--- src/rtl/relay_actuator_fb.sv ---
// Relay coil driver with aux-contact confirmation, dwell enforcement and fault latch.
// Optional RELAY_OP_COUNTER_EN adds op_count, the completed open-operation count.
module relay_actuator_fb #(
    parameter int unsigned CNT_W            = 8,
    parameter int unsigned DEBOUNCE_TICKS   = 4,
    parameter int unsigned FB_TIMEOUT_TICKS = 13,
    parameter int unsigned MIN_DWELL_TICKS  = 63
) (
    input  logic        clk_16ms,
    input  logic        rst,
    input  logic        enable,
    input  logic        relay_cmd,
    input  logic        fb_raw,
    input  logic        fault_clr,
    output logic        coil_out,
    output logic        relay_state,
    output logic        busy,
    output logic        fb_fault
`ifdef RELAY_OP_COUNTER_EN
    ,
    output logic [15:0] op_count
`endif
);

    typedef enum logic [2:0] {
        ST_CLOSED  = 3'd0,
        ST_OPENING = 3'd1,
        ST_OPEN    = 3'd2,
        ST_CLOSING = 3'd3,
        ST_FAULT   = 3'd4
    } state_e;

    localparam logic [CNT_W-1:0] DB_LAST  = CNT_W'(DEBOUNCE_TICKS - 1);
    localparam logic [CNT_W-1:0] TMO_LAST = CNT_W'(FB_TIMEOUT_TICKS - 1);
    localparam logic [CNT_W-1:0] DWELL    = CNT_W'(MIN_DWELL_TICKS);

    state_e             state_q, state_d;
    logic [CNT_W-1:0]   timer_q, timer_d;
    logic [CNT_W-1:0]   dwell_q, dwell_d;
    logic [CNT_W-1:0]   db_cnt_q, db_cnt_d;
    logic               sync1_q, sync2_q;
    logic               fb_db_q, fb_db_d;
    logic               coil_q, coil_d;
    logic               rstate_q, rstate_d;
    logic               busy_q, busy_d;
    logic               fault_q, fault_d;
    logic               dwell_sat;
    logic               timeout;
    logic               entering;

    assign dwell_sat = (dwell_q == DWELL);
    assign timeout   = (timer_q == TMO_LAST);

    always_comb begin
        db_cnt_d = '0;
        fb_db_d  = fb_db_q;
        if (sync2_q != fb_db_q) begin
            if (db_cnt_q == DB_LAST) begin
                fb_db_d = ~fb_db_q;
            end else begin
                db_cnt_d = db_cnt_q + 1'b1;
            end
        end
    end

    always_comb begin
        state_d = state_q;
        case (state_q)
            ST_CLOSED: begin
                // Contact movement without a command outranks a pending open.
                if (fb_db_q) begin
                    state_d = ST_FAULT;
                end else if (relay_cmd && dwell_sat) begin
                    state_d = ST_OPENING;
                end
            end
            ST_OPENING: begin
                if (fb_db_q) begin
                    state_d = ST_OPEN;
                end else if (timeout) begin
                    state_d = ST_FAULT;
                end
            end
            ST_OPEN: begin
                if (!fb_db_q) begin
                    state_d = ST_FAULT;
                end else if (!relay_cmd && dwell_sat) begin
                    state_d = ST_CLOSING;
                end
            end
            ST_CLOSING: begin
                if (!fb_db_q) begin
                    state_d = ST_CLOSED;
                end else if (timeout) begin
                    state_d = ST_FAULT;
                end
            end
            ST_FAULT: begin
                if (fault_clr && fb_db_q) begin
                    state_d = ST_OPEN;
                end
            end
            default: state_d = ST_FAULT;
        endcase
    end

    always_comb begin
        entering = (state_d != state_q);
        dwell_d  = dwell_q;
        timer_d  = timer_q;
        if (state_d == ST_OPEN || state_d == ST_CLOSED) begin
            if (entering) begin
                dwell_d = '0;
            end else if (!dwell_sat) begin
                dwell_d = dwell_q + 1'b1;
            end
        end
        if (state_d == ST_OPENING || state_d == ST_CLOSING) begin
            timer_d = entering ? '0 : timer_q + 1'b1;
        end
    end

    always_comb begin
        coil_d   = (state_d == ST_OPENING) || (state_d == ST_OPEN) ||
                   (state_d == ST_FAULT);
        busy_d   = (state_d == ST_OPENING) || (state_d == ST_CLOSING);
        fault_d  = (state_d == ST_FAULT);
        rstate_d = 1'b0;
        if (state_d == ST_OPEN) begin
            rstate_d = 1'b1;
        end else if (state_d == ST_FAULT) begin
            rstate_d = fb_db_q;
        end
    end

    always_ff @(posedge clk_16ms) begin
        if (!rst) begin
            sync1_q  <= 1'b0;
            sync2_q  <= 1'b0;
            fb_db_q  <= 1'b0;
            db_cnt_q <= '0;
            state_q  <= ST_CLOSED;
            timer_q  <= '0;
            dwell_q  <= DWELL;
            coil_q   <= 1'b0;
            rstate_q <= 1'b0;
            busy_q   <= 1'b0;
            fault_q  <= 1'b0;
        end else begin
            sync1_q  <= fb_raw;
            sync2_q  <= sync1_q;
            fb_db_q  <= fb_db_d;
            db_cnt_q <= db_cnt_d;
            if (enable) begin
                state_q  <= state_d;
                timer_q  <= timer_d;
                dwell_q  <= dwell_d;
                coil_q   <= coil_d;
                rstate_q <= rstate_d;
                busy_q   <= busy_d;
                fault_q  <= fault_d;
            end
        end
    end

    assign coil_out    = coil_q;
    assign relay_state = rstate_q;
    assign busy        = busy_q;
    assign fb_fault    = fault_q;

`ifdef RELAY_OP_COUNTER_EN
    logic [15:0] op_cnt_q;

    always_ff @(posedge clk_16ms) begin
        if (!rst) begin
            op_cnt_q <= '0;
        end else if (enable && state_q == ST_OPENING &&
                     state_d == ST_OPEN && op_cnt_q != 16'hFFFF) begin
            op_cnt_q <= op_cnt_q + 16'd1;
        end
    end

    assign op_count = op_cnt_q;
`endif

endmodule

--- config.mk ---
export PLATFORM = sky130hd
export DESIGN_NAME = relay_actuator_fb
export DESIGN_NICKNAME = d
export VERILOG_FILES = /design/src/rtl/relay_actuator_fb.sv
export SDC_FILE = /design/constraint.sdc
export NUM_CORES = 1
export LEC_CHECK = 0
export BUFFER_PORTS_ARGS = -buffer_cell sky130_fd_sc_hd__buf_2
export CORE_AREA = 2 2 76 56
export DETAILED_ROUTE_END_ITERATION = 10
export DIE_AREA = 0 0 78 58
export PLACE_DENSITY = 0.7
export SYNTH_ARGS = -nofsm -noshare
export SYNTH_HDL_FRONTEND = slang
export SYNTH_SLANG_ARGS = --single-unit
--- constraint.sdc ---
create_clock -name clk_16ms -period 4.4 [get_ports clk_16ms]
set_clock_uncertainty 0.1 [all_clocks]
set_input_delay 0.44 -clock clk_16ms [delete_from_list [all_inputs] [get_ports clk_16ms]]
set_output_delay 0.44 -clock clk_16ms [all_outputs]
set_load 0.02 [all_outputs]
* Word-level counts from Yosys, hierarchy flattened
Cells that the tools add are included.
** Operators by class
- $add $sub $neg :: 3
- Equal/unequal tests :: 14
- Muxes and demuxes :: 14
- Bitwise gates (word level) :: 3
- Reduce and logical (&&, ||, !) cells :: 14
** Operators by type and width (count)
- $add A8 B1 Y8 const B :: 3
- $mux W3 :: 8
- $mux W8 :: 3
- $pmux W3 S5 :: 1
- $eq A3 B2 Y1 const B :: 4
- $eq A8 B2 Y1 const B :: 1
- $eq A8 B4 Y1 const B :: 1
- $eq A8 B6 Y1 const B :: 1
- $eq A3 B1 Y1 const B :: 2
- $eq A3 B3 Y1 const B :: 2
- $logic_not A3 Y1 :: 2
- $logic_or A1 B1 Y1 :: 4
- $reduce_and A2 Y1 :: 2
- $logic_and A1 B1 Y1 :: 3
- $ne A3 B3 Y1 :: 1
- $not A1 Y1 :: 3
- $reduce_and A3 Y1 :: 1
- $reduce_or A3 Y1 :: 1
- $mux W1 :: 2
- $ne A2 B1 Y1 const B :: 1
- $logic_not A1 Y1 :: 1
- $ne A1 B1 Y1 :: 1
** Storage, ports and cells
- Flip-flop bits (word level) :: 34
- Input port bits :: 6
- Output and inout port bits :: 4
- Logic and storage cells :: 59

* Logic depth before layout (Yosys ltp)
Gate-level depths: netlist of the first run.
- Depth in word-level cells :: 8
- Mapped depth :: 8
- Gate-level depth less buffers :: 7

* Worst setup path before layout of the first run
Ideal clock, no wire load.
- Path kind :: input to register
- Start :: input port relay_cmd
- End :: register timer_q[7]
- Setup time :: 72 ps
- Arrival time :: 2230 ps
- Required time :: 4228 ps
- Path slack :: 1998 ps
- Stages on the path :: 5
- Path buffers :: 0
- Path through :: or4b_1 a2111oi_4 o21ai_2 or4_1 a21oi_1
** Between the ends
- Word-level cells in the longest chain between the ends :: 8
- Elaborated cells between the ends (all ways) :: 14
- Those cells by class :: eq/ne: 3; mux: 6; reduce/logical: 5
** Ends and longest elaborated chain
- start, declared :: RTL line 12 : input logic relay_cmd,
- $logic_not A1 Y1 :: RTL line 87 : end else if (!relay_cmd && dwell_sat) begin
- $logic_and A1 B1 Y1 :: RTL line 87
- $mux W3 :: RTL line 87
- $mux W3 :: RTL line 85 : if (!fb_db_q) begin
- $pmux W3 S5 (*) :: RTL line 68 : case (state_q)
- $eq A3 B1 Y1 or $eq A3 B2 Y1 (tied branches) :: RTL line 118 : if (state_d == ST_OPENING || state_d == ST_CLOSING) begin
- $logic_or A1 B1 Y1 :: RTL line 118
- $reduce_and A2 Y1 (no source line)
- end signal, assigned :: RTL line 156 : timer_q <= timer_d;
- end, declared :: RTL line 38 : logic [CNT_W-1:0] timer_q, timer_d;
Mark *: on every way between the ends. The rest lies on a longest branch, timed or not.
A chain may end at the register's enable or synchronous reset.

* Final worst setup path of the first run
- Start :: register fb_db_q
- End :: register timer_q[7]
** Between the ends
- Word-level cells in the longest chain between the ends :: 6
- Elaborated cells between the ends (all ways) :: 13
- Those cells by class :: eq/ne: 3; mux: 7; reduce/logical: 3
** Ends and longest elaborated chain
- start, declared :: RTL line 42 : logic fb_db_q, fb_db_d;
- start signal, assigned :: RTL line 140 : fb_db_q <= 1'b0;
- start signal, assigned :: RTL line 152 : fb_db_q <= fb_db_d;
- $logic_and A1 B1 Y1 :: RTL line 99 : if (fault_clr && fb_db_q) begin
- $mux W3 :: RTL line 99
- $pmux W3 S5 (*) :: RTL line 68
- $eq A3 B1 Y1 or $eq A3 B2 Y1 (tied branches) :: RTL line 118
- $logic_or A1 B1 Y1 :: RTL line 118
- $reduce_and A2 Y1 (no source line)
Marked as above.

==> flow_metrics.env, run 1 <==
export IMPL_holdPathStages=2
export IMPL_grt_use_met3_pct=4.52
export IMPL_cts_setup_buffers=0
export IMPL_report_final_hold_viol_count=0
export IMPL_min_delay_start="fb_raw"
export IMPL_routedWlPerCell_um=13.9
export IMPL_ys_async_sr_fraction_pct=0
export IMPL_cts_tree="done"
export IMPL_die_w_um=78
export IMPL_rsz0062_at_grt="no"
export IMPL_grt_max_degree=16
export IMPL_critPathBufInv=0
export IMPL_power_frac_clock_pct=23.4
export IMPL_wirelength_mm=3.79
export IMPL_powerDensity_nw_per_um2=515
export IMPL_pre_cts_ws_ns=1.67
export IMPL_cts_sinks=34
export IMPL_timing_max_cap_violations=0
export IMPL_drive_gt1_share_pct=10.5
export IMPL_antenna_left=0
export IMPL_yosys_warnings=0
export IMPL_vias_per_cell=5.79
export IMPL_syn_to_final_growth_pct=9.64
export IMPL_n_antenna_cell=0
export IMPL_ys_types=47
export IMPL_cts_made_buffers=5
export IMPL_setup_viol=0
export IMPL_worstSkewPairLatency_ns=0.29
export IMPL_r2r_end="timer_q[7]"
export IMPL_leakage_nw=0.775
export IMPL_crit_required_ns=4.52
export IMPL_first_global_vias=1378
export IMPL_met1_usage_pct=26.0
export IMPL_clk_path_buf_depth=2
export IMPL_hold_buffers=0
export IMPL_track_usage_pct=18.1
export IMPL_sw_frac_of_total_pct=38.4
export IMPL_slowest_delay_ns=0.62
export IMPL_fp_dieArea_um2=4520
export IMPL_fill_cells=367
export IMPL_avgSynthCellArea_um2=8.66
export IMPL_gr_usage_met2_pct=25.5
export IMPL_critical_path_top_delay_family="simple AND/OR/NAND/NOR gates"
export IMPL_gp_congestion=0.840
export IMPL_hold_end="sync1_q"
export IMPL_route_detailed_drc=0
export IMPL_period_minus_slack_ns=2.76
export IMPL_combPwrFrac_pct=37.8
export IMPL_synth_seq_area_share_pct=37.4
export IMPL_path_class="reg -> reg"
export IMPL_end_kind="flop"
export IMPL_arrival_ns=2.88
export IMPL_fp_dieH_um=58
export IMPL_syn_instance_count=210
export IMPL_fin_crit_sh_pct=62.7
export IMPL_initial_utilization_pct=47.8
export IMPL_synth_flop_cell="dfxtp_1"
export IMPL_clk_pin_slew_ns=0.07
export IMPL_port_buffers=9
export IMPL_cpMaxStageDelayCell="dfxtp_1"
export IMPL_relSlewSlack_pct=40.9
export IMPL_drtIter0Drc=90
export IMPL_reg2reg_depth=5
export IMPL_cts_max_level=2
export IMPL_cts_root_buf="clkbuf_8"
export IMPL_pwr_share_seq_pct=38.8
export IMPL_syn_nets=220
export IMPL_tns_ns=0
export IMPL_coreArea_um2=3800
export IMPL_finalWorstSetupSlack_ns=1.64
export IMPL_synthesis_area_um2=1820
export IMPL_hpwlAfterDp_mm=2.62
export IMPL_p_int_mw=0.632
export IMPL_vias=1576
export IMPL_crit_fanout=14
export IMPL_r2r_start="fb_db_q"
export IMPL_grt_overflow_total=0
export IMPL_ios=10
export IMPL_grt_busiest_layer="met1"
export IMPL_rows=19
export IMPL_ys_ff_latch=34
export IMPL_cts_resized=0
export IMPL_critPathLaunchType="flop"
export IMPL_hp_class="in -> reg"
export IMPL_crit_chain="or4bb_1, a2111oi_4, o21ai_2, or4_1, a21oi_1"
export IMPL_netSwitchingPower_mw=0.395
export IMPL_grt_pass1_wl_mm=6.44
export IMPL_dr_pass1_iters=4
export IMPL_ir_drop_mv=0.404
export IMPL_synth_edf_count=0
export IMPL_antenna_found_initial=0
export IMPL_drv_slew=0
export IMPL_status="completed"
export IMPL_tightest_slew_ns=0.883
export IMPL_fin_nets=229
export IMPL_timing_fmax_ghz=0.362
export IMPL_rrSetupSlack_ns=1.64
==> layer usage <==
metal  share of wire [%]  wire length, µm
met1                  54             2050
met2                  40             1500
met3                 5.4              203
met4                0.90               34
met5                   0                0
==> cell type report <==
cell class	count	area, µm²	area share (%)
Multi-Input combinational cell	160	1080	54.0
Sequential cell	34	681	34.1
Clock buffer	7	86.3	4.33
Tap cell	52	65.1	3.26
Timing Repair Buffer	9	45.0	2.26
Inverter	9	33.8	1.69
Clock inverter	1	5.00	0.251
==> cells in the mapped netlist, types with 2 or more instances <==
| cell type | count | area, µm² |
|---|---|---|
| a211oi_1 | 3 | 22.5 |
| a21oi_1 | 6 | 30.0 |
| a31oi_1 | 2 | 12.5 |
| and2_1 | 3 | 18.8 |
| and3_1 | 6 | 37.5 |
| clkbuf_1 | 6 | 22.5 |
| dfxtp_1 | 34 | 681 |
| ha_1 | 4 | 50.1 |
| inv_1 | 9 | 33.8 |
| mux2i_1 | 3 | 30.0 |
| nand2_1 | 7 | 26.3 |
| nand2b_1 | 3 | 18.8 |
| nand3_1 | 11 | 55.1 |
| nand4_1 | 7 | 43.8 |
| nand4b_1 | 3 | 26.3 |
| nor2_1 | 27 | 101 |
| nor2b_1 | 2 | 12.5 |
| nor3_1 | 5 | 25.0 |
| nor4b_1 | 2 | 17.5 |
| o2111ai_1 | 5 | 43.8 |
| o211ai_1 | 6 | 45.0 |
| o21ai_0 | 11 | 55.1 |
| or3_1 | 2 | 12.5 |
| or4_1 | 2 | 15.0 |
| or4b_2 | 3 | 30.0 |
| or4bb_1 | 4 | 45.0 |
| xnor2_1 | 3 | 26.3 |
| xor2_1 | 12 | 105 |
==> cell families after synthesis <==
kind of cell	after synthesis	share of synthesized area, %
AO/OA/AOI/OAI	44	17.8
XOR/XNOR	15	7.23
adder cells (fa/ha/maj)	4	2.75
buffers and inverters	16	3.30
flip-flops	34	37.4
multiplexers	3	1.65
AND/OR/NAND/NOR	94	29.8
==> through the flow <==
step / instance area (µm²) / hold WS [ns] / power (mW) / utilization [%] / std cells
floorplan: 1820 / 0.312 / 0.696 / - / 210
finish: 1990 / 0.254 / 1.03 / 52.4 / 272
CTS: 1990 / 0.252 / 1.02 / 52.4 / 272
global placement: 1900 / 0.320 / 0.781 / 50.0 / 264
global route: 1990 / 0.255 / 1.09 / 52.4 / 272
detailed placement: 1900 / 0.320 / 0.784 / 50.0 / 264
==> worst register-to-register path, stage by stage, from the launching register on <==
cell and delay [ns]:
dfxtp_1 0.62, or4bb_1 0.58, a2111oi_4 0.57, o21ai_2 0.16, or4_1 0.52, a21oi_1 0.14
==> how the worst max path moves through the flow <==
stage,start,endpoint,slack (ns),cells after the start
after floorplan,relay_cmd,timer_q[7],2.00,5
after global routing,fb_db_q,dwell_q[6],1.49,5
after detailed placement,fb_db_q,timer_q[7],1.67,5
after CTS,fb_db_q,timer_q[7],1.65,5
after global placement,fb_db_q,timer_q[7],1.69,5
final,fb_db_q,timer_q[7],1.64,5
==> placed cells by master (no fill, tap or decap), types with 2 or more instances in the layout <==
cell | netlist | routed
and3_1 | 6 | 6
a21oi_1 | 6 | 6
or4_1 | 2 | 2
a31oi_1 | 2 | 2
ha_1 | 4 | 4
nand2b_1 | 3 | 3
and2_1 | 3 | 3
nor2_1 | 27 | 27
o21ai_0 | 11 | 11
dfxtp_1 | 34 | 34
nand4_1 | 7 | 7
nor2b_1 | 2 | 2
nand2_1 | 7 | 7
nor4b_1 | 2 | 2
inv_1 | 9 | 9
or3_1 | 2 | 2
xor2_1 | 12 | 12
or4b_2 | 3 | 3
clkbuf_8 | 0 | 6
or4bb_1 | 4 | 4
mux2i_1 | 3 | 3
buf_2 | 0 | 9
nand4b_1 | 3 | 3
nor3_1 | 5 | 5
nand3_1 | 11 | 11
a211oi_1 | 3 | 3
o211ai_1 | 6 | 6
xnor2_1 | 3 | 3
o2111ai_1 | 5 | 5
==> power by group through the flow <==
stage	registers (mW)	logic (mW)	clock network [mW]
3_5_place_dp	0.401	0.383	0
5_1_grt	0.405	0.430	0.256
2_1_floorplan	0.393	0.303	0
6_report	0.399	0.388	0.240
3_3_place_gp	0.402	0.378	0
4_1_cts	0.396	0.384	0.242
==> flip-flops by register name, indices dropped and copies added, names as in the netlist <==
register     count
busy             1
timer_q          8
state_q          3
sync1_q          1
db_cnt_q         8
coil_out         1
relay_state      1
fb_fault         1
fb_db_q          1
dwell_q          8
sync2_q          1
(Power assumes the default switching activity.)
==> inputs of run 2 (changes only) <==
Clock period 4.4 ns to 2.8 ns, I/O delays scaled along.
==> run 2 against run 1 <==
Net effect: register-to-register slack got worse by 1.3 ns; flip-flop and latch count stayed put; global-route usage rose by 0.073 points; critical path depth rose by 3; sequential power grew 57%; clock power increased by 40%; worst hold slack got worse by 0.15 ns; total power increased by 57%; combinational power up 68%; critical path type unchanged; largest power group is now combinational cells.
==> flow_metrics.env, run 2 (synthesis results as in run 1) <==
export IMPL_worstSkewPairLatency_ns=0.28
export IMPL_vias=1589
export IMPL_route_detailed_drc=0
export IMPL_tns_ns=0
export IMPL_layout_commonest_cell="dfxtp_1"
export IMPL_slowest_delay_ns=0.61
export IMPL_rsz0062_at_grt="no"
export IMPL_timing_fmax_ghz=0.400
export IMPL_period_minus_slack_ns=2.50
export IMPL_track_usage_pct=18.2
export IMPL_cts_made_buffers=5
export IMPL_arrival_ns=2.62
export IMPL_setup_viol=0
export IMPL_first_global_vias=1412
export IMPL_grt_max_degree=16
export IMPL_syn_to_final_growth_pct=12.3
export IMPL_cts_max_level=2
export IMPL_gp_congestion=0.865
export IMPL_fin_nets=237
export IMPL_grt_overflow_total=0
export IMPL_layout_common_cells="dfxtp_1 (34), nor2_1 (27), xor2_1 (12), nand3_1 (11), o21ai_0 (11)"
export IMPL_fp_dieH_um=58
export IMPL_antenna_left=0
export IMPL_leakage_nw=0.811
export IMPL_wirelength_mm=3.77
export IMPL_hp_class="in -> reg"
export IMPL_path_class="reg -> reg"
export IMPL_critPathBufInv=2
export IMPL_n_antenna_cell=0
export IMPL_timing_max_cap_violations=0
export IMPL_fill_cells=375
export IMPL_rows=19
export IMPL_antenna_found_initial=0
export IMPL_powerDensity_nw_per_um2=789
export IMPL_coreArea_um2=3800
export IMPL_die_w_um=78
export IMPL_report_final_hold_viol_count=0
export IMPL_tightest_slew_ns=0.871
export IMPL_routedWlPerCell_um=13.5
export IMPL_hpwlAfterDp_mm=2.70
export IMPL_ios=10
export IMPL_clk_path_buf_depth=2
export IMPL_clk_pin_slew_ns=0.07
export IMPL_relSlewSlack_pct=41.3
export IMPL_dr_pass1_iters=4
export IMPL_hold_buffers=0
export IMPL_end_kind="flop"
export IMPL_drtIter0Drc=97
export IMPL_fin_crit_sh_pct=89.4
export IMPL_fp_dieArea_um2=4520
export IMPL_p_total_mw=1.61
export IMPL_initial_utilization_pct=47.8
export IMPL_cpMaxStageDelayCell="or4b_2"
export IMPL_port_buffers=9
export IMPL_cts_root_buf="clkbuf_8"
export IMPL_cts_resized=0
export IMPL_reg_top3="db_cnt_q x8, dwell_q x8, timer_q x8"
export IMPL_crit_required_ns=2.92
export IMPL_cts_tree="done"
export IMPL_critPathLaunchType="flop"
export IMPL_crit_chain="inv_1, ha_1, and4b_1, a211oi_1, o211ai_1, buf_4, or4b_2, nand4_1"
export IMPL_ir_drop_mv=0.590
export IMPL_grt_pass1_wl_mm=6.50
export IMPL_cts_setup_buffers=0
export IMPL_drv_slew=0
export IMPL_critical_path_top_delay_family="simple AND/OR/NAND/NOR gates"
export IMPL_crit_fanout=13
export IMPL_status="completed"
export IMPL_drive_gt1_share_pct=13.7
export IMPL_vias_per_cell=5.70
export IMPL_cts_sinks=34
[run 2: changes by cell type in the layout (fill, tap and decap cells not counted), sizes merged]
cell / delta
buf: +8
clkbuf: -2
clkinv: +1
[run 2: worst paths after layout]
kind	from	to	slack (ns)	depth (start not counted)
worst max-delay path	timer_q[0]	dwell_q[3]	0.30	8
worst min register to register	sync1_q	sync2_q	0.34	1
worst min-delay path	fb_raw	sync1_q	0.11	2
worst max register to register	timer_q[0]	dwell_q[3]	0.30	8
[run 2: routing by layer]
layer	vias to the layer above	wire (µm)	global-route usage, %
met2	33	1590	26.7
li1	812	-	-
met1	741	1980	26.8
met5	-	0	0
met4	0	19	4.51
met3	3	185	4.67
[run 2: report_power, final]
part | switching, mW | internal, mW | total (mW)
combinational | 0.369 | 0.282 | 0.651
sequential | 0.0738 | 0.551 | 0.625
clock | 0.168 | 0.167 | 0.335
total | 0.611 | 1.00 | 1.61
[run 2: cell type report]
class | instances | area, µm² | area share (%)
clock buffers | 5 | 68.8 | 3.37
well taps | 52 | 65.1 | 3.19
multi-input cells | 160 | 1080 | 52.8
inverters | 9 | 33.8 | 1.66
flip-flops and latches | 34 | 681 | 33.4
repair buffers | 17 | 105 | 5.15
clock inverters | 2 | 10.0 | 0.490
[run 2: through the flow]
step	area, µm²	hold WS [ns]	setup slack [ns]	instances	utilization [%]
detailed placement	1940	0.328	0.141	269	51.0
global route	2040	0.105	0.0545	279	53.7
floorplan	1820	0.307	0.436	210	-
global placement	1940	0.330	0.276	269	51.0
CTS	2020	0.0999	0.112	276	53.1
finish	2040	0.105	0.298	279	53.7
